$ cat src/rtl/fetch_decode_queue.sv
// Instruction fetch front end: issues 4-byte fetches, queues responses in a FIFO
// and presents the head entry with its RV decode fields.
module fetch_decode_queue #(
  parameter int unsigned     XLEN     = 64,
  parameter int unsigned     DEPTH    = 4,
  parameter logic [XLEN-1:0] RESET_PC = '0
) (
  input  logic            clk,
  input  logic            rst,
  output logic            imem_req_valid,
  input  logic            imem_req_ready,
  output logic [XLEN-1:0] imem_req_addr,
  input  logic            imem_rsp_valid,
  input  logic [31:0]     imem_rsp_data,
  input  logic            redirect,
  input  logic [XLEN-1:0] redirect_pc,
  output logic            out_valid,
  input  logic            out_ready,
  output logic [XLEN-1:0] out_pc,
  output logic [31:0]     out_instr,
  output logic [4:0]      out_op_class,
  output logic [4:0]      out_rd,
  output logic [4:0]      out_rs1,
  output logic [4:0]      out_rs2,
  output logic [2:0]      out_funct3,
  output logic [6:0]      out_funct7,
  output logic [XLEN-1:0] out_imm,
  output logic            out_illegal
);

  localparam int unsigned PW = (DEPTH > 1) ? $clog2(DEPTH) : 1;
  localparam int unsigned CW = $clog2(DEPTH + 1);
  localparam logic [XLEN-1:0] ALIGN_MASK = ~XLEN'(3);

  localparam logic [4:0] OPC_LOAD      = 5'h00;
  localparam logic [4:0] OPC_LOAD_FP   = 5'h01;
  localparam logic [4:0] OPC_MISC_MEM  = 5'h03;
  localparam logic [4:0] OPC_OP_IMM    = 5'h04;
  localparam logic [4:0] OPC_AUIPC     = 5'h05;
  localparam logic [4:0] OPC_OP_IMM_32 = 5'h06;
  localparam logic [4:0] OPC_STORE     = 5'h08;
  localparam logic [4:0] OPC_STORE_FP  = 5'h09;
  localparam logic [4:0] OPC_AMO       = 5'h0B;
  localparam logic [4:0] OPC_OP        = 5'h0C;
  localparam logic [4:0] OPC_LUI       = 5'h0D;
  localparam logic [4:0] OPC_OP_32     = 5'h0E;
  localparam logic [4:0] OPC_MADD      = 5'h10;
  localparam logic [4:0] OPC_MSUB      = 5'h11;
  localparam logic [4:0] OPC_NMSUB     = 5'h12;
  localparam logic [4:0] OPC_NMADD     = 5'h13;
  localparam logic [4:0] OPC_OP_FP     = 5'h14;
  localparam logic [4:0] OPC_BRANCH    = 5'h18;
  localparam logic [4:0] OPC_JALR      = 5'h19;
  localparam logic [4:0] OPC_JAL       = 5'h1B;
  localparam logic [4:0] OPC_SYSTEM    = 5'h1C;

  logic [XLEN-1:0] pc_q, pc_d;
  logic [XLEN-1:0] rsp_pc_q, rsp_pc_d;
  logic [CW-1:0]   count_q, count_d;
  logic [PW-1:0]   rd_ptr_q, rd_ptr_d;
  logic [PW-1:0]   wr_ptr_q, wr_ptr_d;
  logic            inflight_q, inflight_d;
  logic            inflight_epoch_q, inflight_epoch_d;
  logic            epoch_q, epoch_d;
  logic [XLEN-1:0] ent_pc_q [DEPTH];
  logic [XLEN-1:0] ent_pc_d [DEPTH];
  logic [31:0]     ent_instr_q [DEPTH];
  logic [31:0]     ent_instr_d [DEPTH];

  logic [CW:0]     used;
  logic            req_fire;
  logic            push;
  logic            pop;
  logic [31:0]     head_instr;
  logic [31:0]     imm32;
  logic            legal_op;

  function automatic logic [PW-1:0] ptr_inc(input logic [PW-1:0] p);
    return (p == PW'(DEPTH - 1)) ? '0 : p + PW'(1);
  endfunction

  // The inflight request holds a slot, so a full queue can never receive an unexpected response.
  assign used           = {1'b0, count_q} + (CW + 1)'(inflight_q);
  assign imem_req_valid = !rst && !redirect && (used < (CW + 1)'(DEPTH));
  assign imem_req_addr  = pc_q;
  assign req_fire       = imem_req_valid && imem_req_ready;

  assign push      = imem_rsp_valid && inflight_q && (inflight_epoch_q == epoch_q)
                     && !redirect && !rst;
  assign out_valid = !rst && (count_q != '0);
  assign pop       = out_valid && out_ready && !redirect;

  always_comb begin
    pc_d             = pc_q;
    rsp_pc_d         = rsp_pc_q;
    count_d          = count_q;
    rd_ptr_d         = rd_ptr_q;
    wr_ptr_d         = wr_ptr_q;
    inflight_d       = req_fire;
    inflight_epoch_d = epoch_q;
    epoch_d          = epoch_q;
    ent_pc_d         = ent_pc_q;
    ent_instr_d      = ent_instr_q;

    if (req_fire) begin
      pc_d     = pc_q + XLEN'(4);
      rsp_pc_d = pc_q;
    end

    if (push) begin
      ent_pc_d[wr_ptr_q]    = rsp_pc_q;
      ent_instr_d[wr_ptr_q] = imem_rsp_data;
      wr_ptr_d              = ptr_inc(wr_ptr_q);
    end

    if (pop) begin
      rd_ptr_d = ptr_inc(rd_ptr_q);
    end

    case ({push, pop})
      2'b10:   count_d = count_q + CW'(1);
      2'b01:   count_d = count_q - CW'(1);
      default: count_d = count_q;
    endcase

    // Flipping the epoch orphans anything still outstanding from the old stream.
    if (redirect) begin
      pc_d       = redirect_pc & ALIGN_MASK;
      count_d    = '0;
      rd_ptr_d   = '0;
      wr_ptr_d   = '0;
      inflight_d = 1'b0;
      epoch_d    = ~epoch_q;
    end
  end

  always_ff @(posedge clk) begin
    if (rst) begin
      pc_q             <= RESET_PC & ALIGN_MASK;
      rsp_pc_q         <= '0;
      count_q          <= '0;
      rd_ptr_q         <= '0;
      wr_ptr_q         <= '0;
      inflight_q       <= 1'b0;
      inflight_epoch_q <= 1'b0;
      epoch_q          <= 1'b0;
    end else begin
      pc_q             <= pc_d;
      rsp_pc_q         <= rsp_pc_d;
      count_q          <= count_d;
      rd_ptr_q         <= rd_ptr_d;
      wr_ptr_q         <= wr_ptr_d;
      inflight_q       <= inflight_d;
      inflight_epoch_q <= inflight_epoch_d;
      epoch_q          <= epoch_d;
    end
  end

  always_ff @(posedge clk) begin
    ent_pc_q    <= ent_pc_d;
    ent_instr_q <= ent_instr_d;
  end

  assign head_instr   = ent_instr_q[rd_ptr_q];
  assign out_pc       = ent_pc_q[rd_ptr_q];
  assign out_instr    = head_instr;
  assign out_op_class = head_instr[6:2];
  assign out_rd       = head_instr[11:7];
  assign out_rs1      = head_instr[19:15];
  assign out_rs2      = head_instr[24:20];
  assign out_funct3   = head_instr[14:12];
  assign out_funct7   = head_instr[31:25];

  always_comb begin
    imm32 = 32'h0;
    case (head_instr[6:2])
      OPC_LOAD, OPC_LOAD_FP, OPC_OP_IMM, OPC_OP_IMM_32, OPC_JALR, OPC_SYSTEM:
        imm32 = {{20{head_instr[31]}}, head_instr[31:20]};
      OPC_STORE, OPC_STORE_FP:
        imm32 = {{20{head_instr[31]}}, head_instr[31:25], head_instr[11:7]};
      OPC_BRANCH:
        imm32 = {{19{head_instr[31]}}, head_instr[31], head_instr[7],
                 head_instr[30:25], head_instr[11:8], 1'b0};
      OPC_LUI, OPC_AUIPC:
        imm32 = {head_instr[31:12], 12'h000};
      OPC_JAL:
        imm32 = {{11{head_instr[31]}}, head_instr[31], head_instr[19:12],
                 head_instr[20], head_instr[30:21], 1'b0};
      default:
        imm32 = 32'h0;
    endcase
  end

  assign out_imm = XLEN'($signed(imm32));

  always_comb begin
    legal_op = 1'b0;
    case (head_instr[6:2])
      OPC_LOAD, OPC_LOAD_FP, OPC_MISC_MEM, OPC_OP_IMM, OPC_AUIPC, OPC_OP_IMM_32,
      OPC_STORE, OPC_STORE_FP, OPC_AMO, OPC_OP, OPC_LUI, OPC_OP_32,
      OPC_MADD, OPC_MSUB, OPC_NMSUB, OPC_NMADD, OPC_OP_FP,
      OPC_BRANCH, OPC_JALR, OPC_JAL, OPC_SYSTEM:
        legal_op = 1'b1;
      default:
        legal_op = 1'b0;
    endcase
  end

  assign out_illegal = (head_instr[1:0] != 2'b11) || !legal_op;

endmodule
$ cat config.mk
export PLATFORM = sky130hd
export DESIGN_NAME = fetch_decode_queue
export DESIGN_NICKNAME = d
export VERILOG_FILES = /design/src/rtl/fetch_decode_queue.sv
export SDC_FILE = /design/constraint.sdc
export NUM_CORES = 1
export LEC_CHECK = 0
export CAP_MARGIN = 20
export CORE_MARGIN = 8
export CORE_UTILIZATION = 53
export DETAILED_ROUTE_END_ITERATION = 10
export GPL_ROUTABILITY_DRIVEN = 0
export PLACE_DENSITY = 0.91
export SYNTH_ARGS = -nofsm -noshare
export SYNTH_HDL_FRONTEND = slang
export SYNTH_SLANG_ARGS = --single-unit
$ cat constraint.sdc
create_clock -name clk -period 4.72 [get_ports clk]
set_clock_uncertainty 0.2 [all_clocks]
set_input_delay 0.708 -clock clk [delete_from_list [all_inputs] [get_ports clk]]
set_output_delay 0.708 -clock clk [all_outputs]
set_load 0.05 [all_outputs]
# [Word level (Yosys, flattened, before mapping)]
# Memories as Yosys holds them, arrays and structs flattened.
# Index checks and enable logic that the tools add are counted.
[totals] latch_bits=0 word_cells=89 n_memories=1 rom_bits=32 input_bits=102 ramBits=0 reg_bits=522
[op_classes] shifts=0 eq_ne=17 n_addsub=6 n_reduce_logical=23 n_bitwise=3 multipliers=0 div=0 muxes=18 magnitude_cmp=4
[memory_table] name="(name not given)" depth=32 word_bits=1 read_ports=1 rd_clocked_by_memory_dff=0 wr=0 line_no="198" source="case (head_instr[6:2])"
[op_table] operator="64-bit 2-to-1 mux" n=5
[op_table] operator="256-bit bitwise mux" n=1
[op_table] operator="32-bit case mux with 5 select lines" n=1
[op_table] operator="64-bit binary-select mux with 2-bit select" n=1
[op_table] operator="128-bit bitwise mux" n=1
[op_table] operator="64-bit demux with 2-bit select" n=1
[op_table] operator="32-bit 2-to-1 mux" n=3
[op_table] operator="64-bit by 3-bit adder with 64-bit output (second input constant)" n=1
[op_table] operator="32-bit binary-select mux with 2-bit select" n=1
[op_table] operator="32-bit demux with 2-bit select" n=1
[op_table] operator="5-bit equality test (second input constant)" n=4
[op_table] operator="5-bit by 3-bit equality test with 1-bit output (second input constant)" n=3
[op_table] operator="5-bit by 4-bit equality test with 1-bit output (second input constant)" n=3
[op_table] operator="1-bit logical AND" n=11
[op_table] operator="2-bit equality test (second input constant)" n=3
[op_table] operator="3-bit greater-or-equal comparator (second input constant)" n=2
[op_table] operator="2-bit NOT with 3-bit output" n=2
[op_table] operator="3-bit case mux with 2 select lines" n=1
[op_table] operator="2-bit OR reduction" n=3
[op_table] operator="6-bit OR reduction" n=1
[op_table] operator="5-bit by 1-bit equality test with 1-bit output (second input constant)" n=1
[op_table] operator="5-bit zero test" n=1
[op_table] operator="2-bit by 1-bit adder with 2-bit output (second input constant)" n=2
[op_table] operator="3-bit by 1-bit adder with 4-bit output" n=1
[op_table] operator="13 further kinds" n=17

# [Longest topological paths before layout]
# Gate-level depths: netlist of run 1.
[depth] ltp_word=7 depth_mapped=11

# [Worst setup path after synthesis of run 1]
# OpenSTA, ideal clock, no wires.
[synth_timing] path_kind="flip-flop to output port" startpoint="reg rd_ptr_q[0]" endpoint="out out_illegal" path_buffers=2 required_ns=3.812 stages_incl_launch_ff=7 arrival_time_ns=3.597 slack_ns=0.215 path_cell_list="dfxtp_1 > buf_2 > mux4_2 > clkbuf_1 > nand2b_1 > a21oi_1 > o311ai_0"
[synth_via] elab_chain_cells=7
[synth_rtl] element="start: declaration" line_no="60" source="logic [PW-1:0] rd_ptr_q, rd_ptr_d;"
[synth_rtl] element="start signal: assignment" line_no="151" source="rd_ptr_q <= rd_ptr_d;"
[synth_rtl] element="2-bit NOT with 3-bit output (not written as such)" line_no="164" source="assign head_instr = ent_instr_q[rd_ptr_q];"
[synth_rtl] element="32-bit binary-select mux with 2-bit select" line_no="164"
[synth_rtl] element="32-bit 2-to-1 mux (not written as such) (2 in a row)" line_no="164"
[synth_rtl] element="named net out_instr[4]" line_no="20" source="output logic [31:0] out_instr,"
[synth_rtl] element="memory 32 x 1 bit"
[synth_rtl] element="1-bit zero test" line_no="209" source="assign out_illegal = (head_instr[1:0] != 2'b11) || !legal_op;"
[synth_rtl] element="1-bit logical OR" line_no="209"
[synth_rtl] element="end: declaration" line_no="28" source="output logic out_illegal"
# The timed path passes the listed nets, and every way through them passes these cells. The select of a mux whose other input is x is not followed.

# [Final worst setup path of run 1]
[layout_timing] startpoint="reg rd_ptr_q[0]" endpoint="out out_imm[11]"
[layout_via] elab_chain_cells=7
[layout_rtl] element="2-bit NOT with 3-bit output (not written as such) (*)" line_no="164"
[layout_rtl] element="32-bit binary-select mux with 2-bit select (*)" line_no="164"
[layout_rtl] element="32-bit 2-to-1 mux (not written as such) (*) (2 in a row)" line_no="164"
[layout_rtl] element="5-bit by 1-bit equality test with 1-bit output, or another cell as far along" line_no="176" source="case (head_instr[6:2])"
[layout_rtl] element="6-bit OR reduction / 2-bit OR reduction (equally long branches)" line_no="176"
[layout_rtl] element="32-bit case mux with 5 select lines (*)" line_no="176"
[layout_rtl] element="end: declaration" line_no="27" source="output logic [XLEN-1:0] out_imm,"
# Every way passes the cells marked *; elsewhere a longest branch is shown, timed or not. The select of a mux whose other input is x is not followed.

==> impl_results.md, run 1 <==
* Commonest cells in the netlist: edfxtp_1 (376), nand2_1 (206), dfxtp_1 (134)
* Largest family of logic cells by synthesized area: simple AND/OR/NAND/NOR gates
* Worst r2r dst: imem_req_addr[56]
* Worst R2R Start: imem_req_addr[2]
* CTS Root Cell: clkbuf_16
* Switch Pwr at 2090 uW
* Worst Tran Pin Value at 1.06 ns
* Die width at 215 um
* First-pass GRT wire length at 86800 um
* Relative slew slack at 28.7%
* Synth top area cells: edfxtp_1 (54%), dfxtp_1 (13%), mux4_2 (10%), nand2_1 (3.7%), a21oi_1 (2.5%)
* TritonCTS Buffers at 50
* Maximum VDD drop at 288 uV
* Core area at 39500 um2
* Post-DRT Antenna Nets at 0
* Crit Path Max Fanout at 19
* Worst r2r path cells at 8
* Nets at 1868
* Dpl ws at 0.560 ns
* DRC violations left at 0
* Clk_lat worst skew at 0.58 ns
* Share of the synthesized area in the top cell type at 53.8%
* Overall Power at 9620 uW
* Post-synth top flop: edfxtp_1
* Max-slew violations at 0
* Synth Area in Simple Gates at 10.7%
* Worst min-delay path class: primary input to flip-flop
* Critical Path Start Type: flip-flop
* Hold buffer count at cts at 0
* Cells after synthesis at 1482
* CTS tree: done
* DP HPWL at 37700 um
* CTS clk-pin slew, worst paths at 0.06 ns
* Synth Register Bits at 510
* Worst EP required at 3.81 ns
* Fin worst setup slack at 0.226 ns
* Fillers at 2591
* Initial DRT Pass Iterations at 6
* Distinct cells, synth at 65
* Flop pwr share at 51.1%
* Gate power share at 5.7%
* Power Density at 359 nW/um2
* Seq/Total Area, Yosys at 66.5%
* Multiplexer area fraction after synthesis at 10.3%
* Switch share at 21.8%
* Clock power frac at 43.2%
* Hold Path Sink: inflight_epoch_q
* Wirelength per Cell at 24.5 um
* Ratio of cells with drive above 1 in the final layout at 16.0%
* Clk buf depth at 3
* Final TNS setup at 0 ns
* RSZ-0062 raised after global routing: false
* Kind of critical path: flip-flop to output port
* Total grt overflow at 0
* Initial antenna violation count at 6
* Adder-cell share of the synthesized area at 0.512%
* Routed WL at 56900 um
* YS warnings at 0
* Die Footprint at 46300 um2
* Period utilization at 95.2%
* Clock period minus worst slack at 4.49 ns
* Post-Syn Area per Cell at 14.2 um2
* Max Fclk at 223 MHz
* Min-delay src: rst
* Chip height at 215 um
* Status: completed
* Critical path origin: rd_ptr_q[0]
* Most common cell in the netlist: edfxtp_1
* Cell-internal power at 7530 uW
* Pin count of the biggest net entering global routing at 73
* Leak at 0.00921 uW
* Final setup viols at 0
* Clock net sink count at 510
* Worst Path Arrival at 3.59 ns
* Synth Area in Compound Gates at 6.31%
* Ports at 359
* Setup crit end kind: output port
* Synth Area in XOR/XNOR at 1.33%
* Worst hold path depth at 2
* Synth-to-layout area growth at 27.5%
* Hold Fails Final Rpt at 0
* EDFF count, synth at 376
* Cell taking the most area after synthesis: edfxtp_1
* Num rows at 73
* Vias in the first global route at 14.3k
* Flop-to-flop setup slack at 1.76 ns
* Vias/cell at 6.07
* Total GRT Usage at 24.0%
* Asr flop ratio synth at 0%
* Htree depth at 2
* 1st-iter DRT viols at 1553
* I/O Buffers at 352
* Max-cap violations at 0
* Initial cell density of the core at 53.2%
* Vias at 14.1k
* Post-Syn Area at 21000 um2
==> cells in the final DEF (no fill, tap or decap), types with 12 or more instances in the layout <==
cell type        instances
a31oi_1                 25
a21oi_1                105
edfxtp_1               376
nor2_1                  59
and2_1                  20
nor3_1                  19
xnor2_1                 21
buf_12                  50
nand3_1                 28
inv_1                   12
and3_1                  17
dfxtp_1                132
mux4_2                  94
nand4_1                 25
o21ai_0                 18
clkdlybuf4s50_1        291
buf_4                   30
clkbuf_16               53
nand2_1                206
o22ai_1                 14
==> flip-flops by register name (all words and copies together), names as in the netlist, 2 cells and up <==
register	cells
rd_ptr_q	2
ent_instr_q	128
wr_ptr_q	2
ent_pc_q	248
rsp_pc_q	62
count_q	3
imem_req_addr	62
==> through the flow <==
stage	hold WS [ns]	utilization, %	area (um2)	std cells
after CTS	0.143	67.8	26800	2324
after global routing	0.149	67.8	26800	2324
after detailed placement	0.284	63.4	25000	2231
final	0.173	67.8	26800	2325
after global placement	0.267	63.4	25000	2230
after floorplan	0.260	-	21000	1485
==> worst max path at each step <==
stage | end | cells after the start
3_5_place_dp | out_imm[3] | 7
6_report | out_imm[11] | 7
3_3_place_gp | out_imm[2] | 7
2_1_floorplan | out_illegal | 6
5_1_grt | out_imm[3] | 7
4_1_cts | out_imm[2] | 7
==> kinds of logic (layout without fill, tap and decap cells) <==
kind of cell               after synthesis  count (layout)
DFF                                    510             510
and+or+nand+nor                        443             443
AOI/OAI and AO/OA                      222             222
buffers and inverters                  167             481
muxes                                   99              99
xor gates and xnor gates                32              32
adders and majority gates                8               8
other                                    1               5
==> cell type report <==
class                      count  area [um2]  area share (%)
timing repair buffer         375        4180            15.6
tap                          525         657            2.45
clock inverter                24         287            1.07
clock buffer                  69        1460            5.44
multi-input combinational    808        6160            23.0
antenna                        1        2.50         0.00935
inverter                      13        50.0           0.187
sequential                   510       14000            52.2
==> repair_timing <==
| item | CTS | global route |
|---|---|---|
| resized for setup | 1 | 2 |
| endpoints found under the setup margin | 1 | 4 |
| cloned | 0 | 0 |
| setup buffers | 0 | 0 |
==> per-layer routing <==
layer / track usage (%) / share of wire [%] / wire length [um]
met5: 0 / 0.15 / 86
met4: 8.78 / 3.2 / 1840
met3: 7.15 / 11 / 6040
met2: 40.1 / 49 / 27800
met1: 29.4 / 37 / 21200
==> power by group through the flow <==
stage / Sequential, uW / Clock, uW / Combinational (uW)
3_5_place_dp: 5010 / 0 / 536
4_1_cts: 4910 / 4220 / 541
6_report: 4920 / 4160 / 544
2_1_floorplan: 5090 / 0 / 196
3_3_place_gp: 5000 / 0 / 523
5_1_grt: 4920 / 4390 / 569
==> worst max-delay path, cell delays in order (launching register included) <==
cell,delay (ns)
dfxtp_4,0.58
mux4_2,0.70
nor2_1,0.25
a21oi_1,0.07
nor3_1,0.28
o21ai_0,0.14
o31ai_1,0.11
clkdlybuf4s50_1,0.87
No activity file was read; power rests on OpenSTA's default activity.
==> run 2, diff against run 1 <==
--- a/config.mk
+++ b/config.mk
@@ -5,7 +5,6 @@
 export SDC_FILE = /design/constraint.sdc
 export NUM_CORES = 1
 export LEC_CHECK = 0
-export CAP_MARGIN = 20
 export CORE_MARGIN = 8
 export CORE_UTILIZATION = 53
 export DETAILED_ROUTE_END_ITERATION = 10
==> run 2 against run 1 <==
Die area did not move. Critical endpoint is now out_imm[2]. Highest routed layer unchanged. Maximum frequency rose by 0.34%. Combinational power about the same.
==> impl_results.md, run 2 (same netlist as run 1, synthesis figures left out) <==
* Die width at 215 um (unchanged)
* CTS Root Cell: clkbuf_16
* Clock net sink count at 510 (unchanged)
* 1st-iter DRT viols at 1455 (-6.3%)
* Top Metal Used: met5
* Worst EP required at 3.81 ns (about the same)
* Power Density at 351 nW/um2 (-2.3%)
* Metal2 WL at 27300 um (-1.8%)
* Finished Cell Area at 26600 um2 (-0.49%)
* Crit Path Max Fanout at 19 (unchanged)
* Leading cell types in the layout, fill and taps excluded: edfxtp_1 (376), clkdlybuf4s50_1 (287), nand2_1 (206)
* Vias at 14.0k (-0.98%)
* Post-DRT Antenna Nets at 0 (unchanged)
* TritonCTS Buffers at 50 (unchanged)
* Status: completed
* Max Fclk at 223 MHz (+0.34%)
* Worst min-delay path class: primary input to flip-flop
* Largest Register: ent_pc_q
* Max-cap violations at 0 (unchanged)
* Wirelength per Cell at 24.4 um (-0.25%)
* Met1 Wirelength at 21100 um (-0.23%)
* Clk buf depth at 3 (unchanged)
* Nets at 1867 (-0.054%)
* Total grt overflow at 0 (unchanged)
* First-pass GRT wire length at 86600 um (-0.25%)
* Final non-filler cell total at 2325 (unchanged)
* Relative slew slack at 6.59% (-22 points)
* Vias/cell at 6.01 (-0.98%)
* Postcts setup bufs at 0 (unchanged)
* Worst Path Arrival at 3.57 ns (-0.02 ns)
* Maximum VDD drop at 343 uV (+19%)
* CTS clk-pin slew, worst paths at 0.06 ns (about the same)
* Total GRT Usage at 24.0% (-0.043 points)
* DRC violations left at 0 (unchanged)
* RSZ-0062 raised after global routing: false
* Pin count of the biggest net entering global routing at 73 (unchanged)
* I/O Buffers at 352 (unchanged)
* Final setup viols at 0 (unchanged)
* Hold buffer count at cts at 0 (unchanged)
* Final TNS setup at 0 ns (unchanged)
* Placed instance area at 25000 um2 (about the same)
* Critical Path Start Type: flip-flop
* Overall Power at 9350 uW (-2.8%)
* Max-slew violations at 0 (unchanged)
* Initial DRT Pass Iterations at 8 (+2)
* Die Footprint at 46300 um2 (unchanged)
* Metal3 WL at 6300 um (+4.3%)
* Period utilization at 94.9% (-0.33 points)
* Core area at 39500 um2 (unchanged)
* Max FFs per register at 248 (unchanged)
* Clk_lat worst skew at 0.59 ns (about the same)
* Most common cell after layout, fill and taps aside: edfxtp_1
* Clock period minus worst slack at 4.48 ns (-0.0154 ns)
* Vias in the first global route at 14.3k (+0.21%)
* CTS tree: done
* Synth-to-layout area growth at 26.8%
* Ratio of cells with drive above 1 in the final layout at 15.7% (-0.28 points)
* Kind of critical path: flip-flop to output port
* Routed WL at 56800 um (-0.25%)
* Worst Tran Pin Value at 1.40 ns (+0.337 ns)
* Setup crit end kind: output port
* Placed cell count at 2230 (-0.045%)
* Largest registers: ent_pc_q: 248 flops, ent_instr_q: 128 flops
* Hold Fails Final Rpt at 0 (unchanged)
* Initial antenna violation count at 6 (unchanged)
* Num rows at 73 (unchanged)
* Initial cell density of the core at 53.2% (unchanged)
* DP HPWL at 37600 um (-0.32%)
* Ports at 359 (unchanged)
* Chip height at 215 um (unchanged)
* Leak at 0.00920 uW (-0.15%)
* Htree depth at 2 (unchanged)
## run 2: per-stage QoR
step | hold slack [ns] | util [%] | setup slack [ns]
after floorplan | 0.260 | - | 0.215
after global placement | 0.267 | 63.4 | 0.777
after detailed placement | 0.284 | 63.4 | 0.571
after CTS | 0.134 | 67.5 | 0.103
after global routing | 0.131 | 67.5 | 0.0130
final | 0.160 | 67.5 | 0.242
## run 2: path summary, 6_finish.rpt
| path | startpoint | endpoint | slack [ns] | cells after the start |
|---|---|---|---|---|
| hold / removal | rst | inflight_epoch_q | 0.16 | 2 |
| setup reg to reg | count_q[1] | imem_req_addr[9] | 1.34 | 6 |
| setup / recovery | rd_ptr_q[0] | out_imm[2] | 0.24 | 7 |
| hold reg to reg | rsp_pc_q[59] | rsp_pc_q[59] | 0.30 | 2 |
## run 2: cell type report
cell class                      instances  area (um2)
Clock buffer                           72        1460
Fill cell                            2611       12800
Timing Repair Buffer                  374        4170
Sequential cell                       510       14000
Clock inverter                         22         166
Inverter                               13        50.0
Antenna cell                            1        2.50
Multi-Input combinational cell        808        6160
Tap cell                              525         657
## run 2: power breakdown
group | switching (uW) | total (uW) | internal [uW]
registers | 90.4 | 4920 | 4820
logic | 334 | 542 | 209
clock network | 1640 | 3890 | 2260
total | 2060 | 9350 | 7290
## run 2: per-layer routing
layer  GRT usage [%]  vias to the layer above
li1                -                     6104
met1            29.2                     6794
met2            39.4                      908
met3            8.24                      156
met4            8.62                       10
met5               0                        -
## run 2: critical path, cell delays in order (launching register included)
cell and delay [ns]:
dfxtp_4 0.59, mux4_2 0.70, nor2_1 0.23, a21oi_1 0.06, nor3_1 0.33, o21bai_1 0.33, a22o_1 0.22, dlygate4sd2_1 0.52
## run 2: timing repair
action                                  in CTS  in global routing
hold endpoints to repair                     0                  0
cloned                                       0                  0
gates resized for setup                      2                  6
endpoints found under the setup margin       2                  5
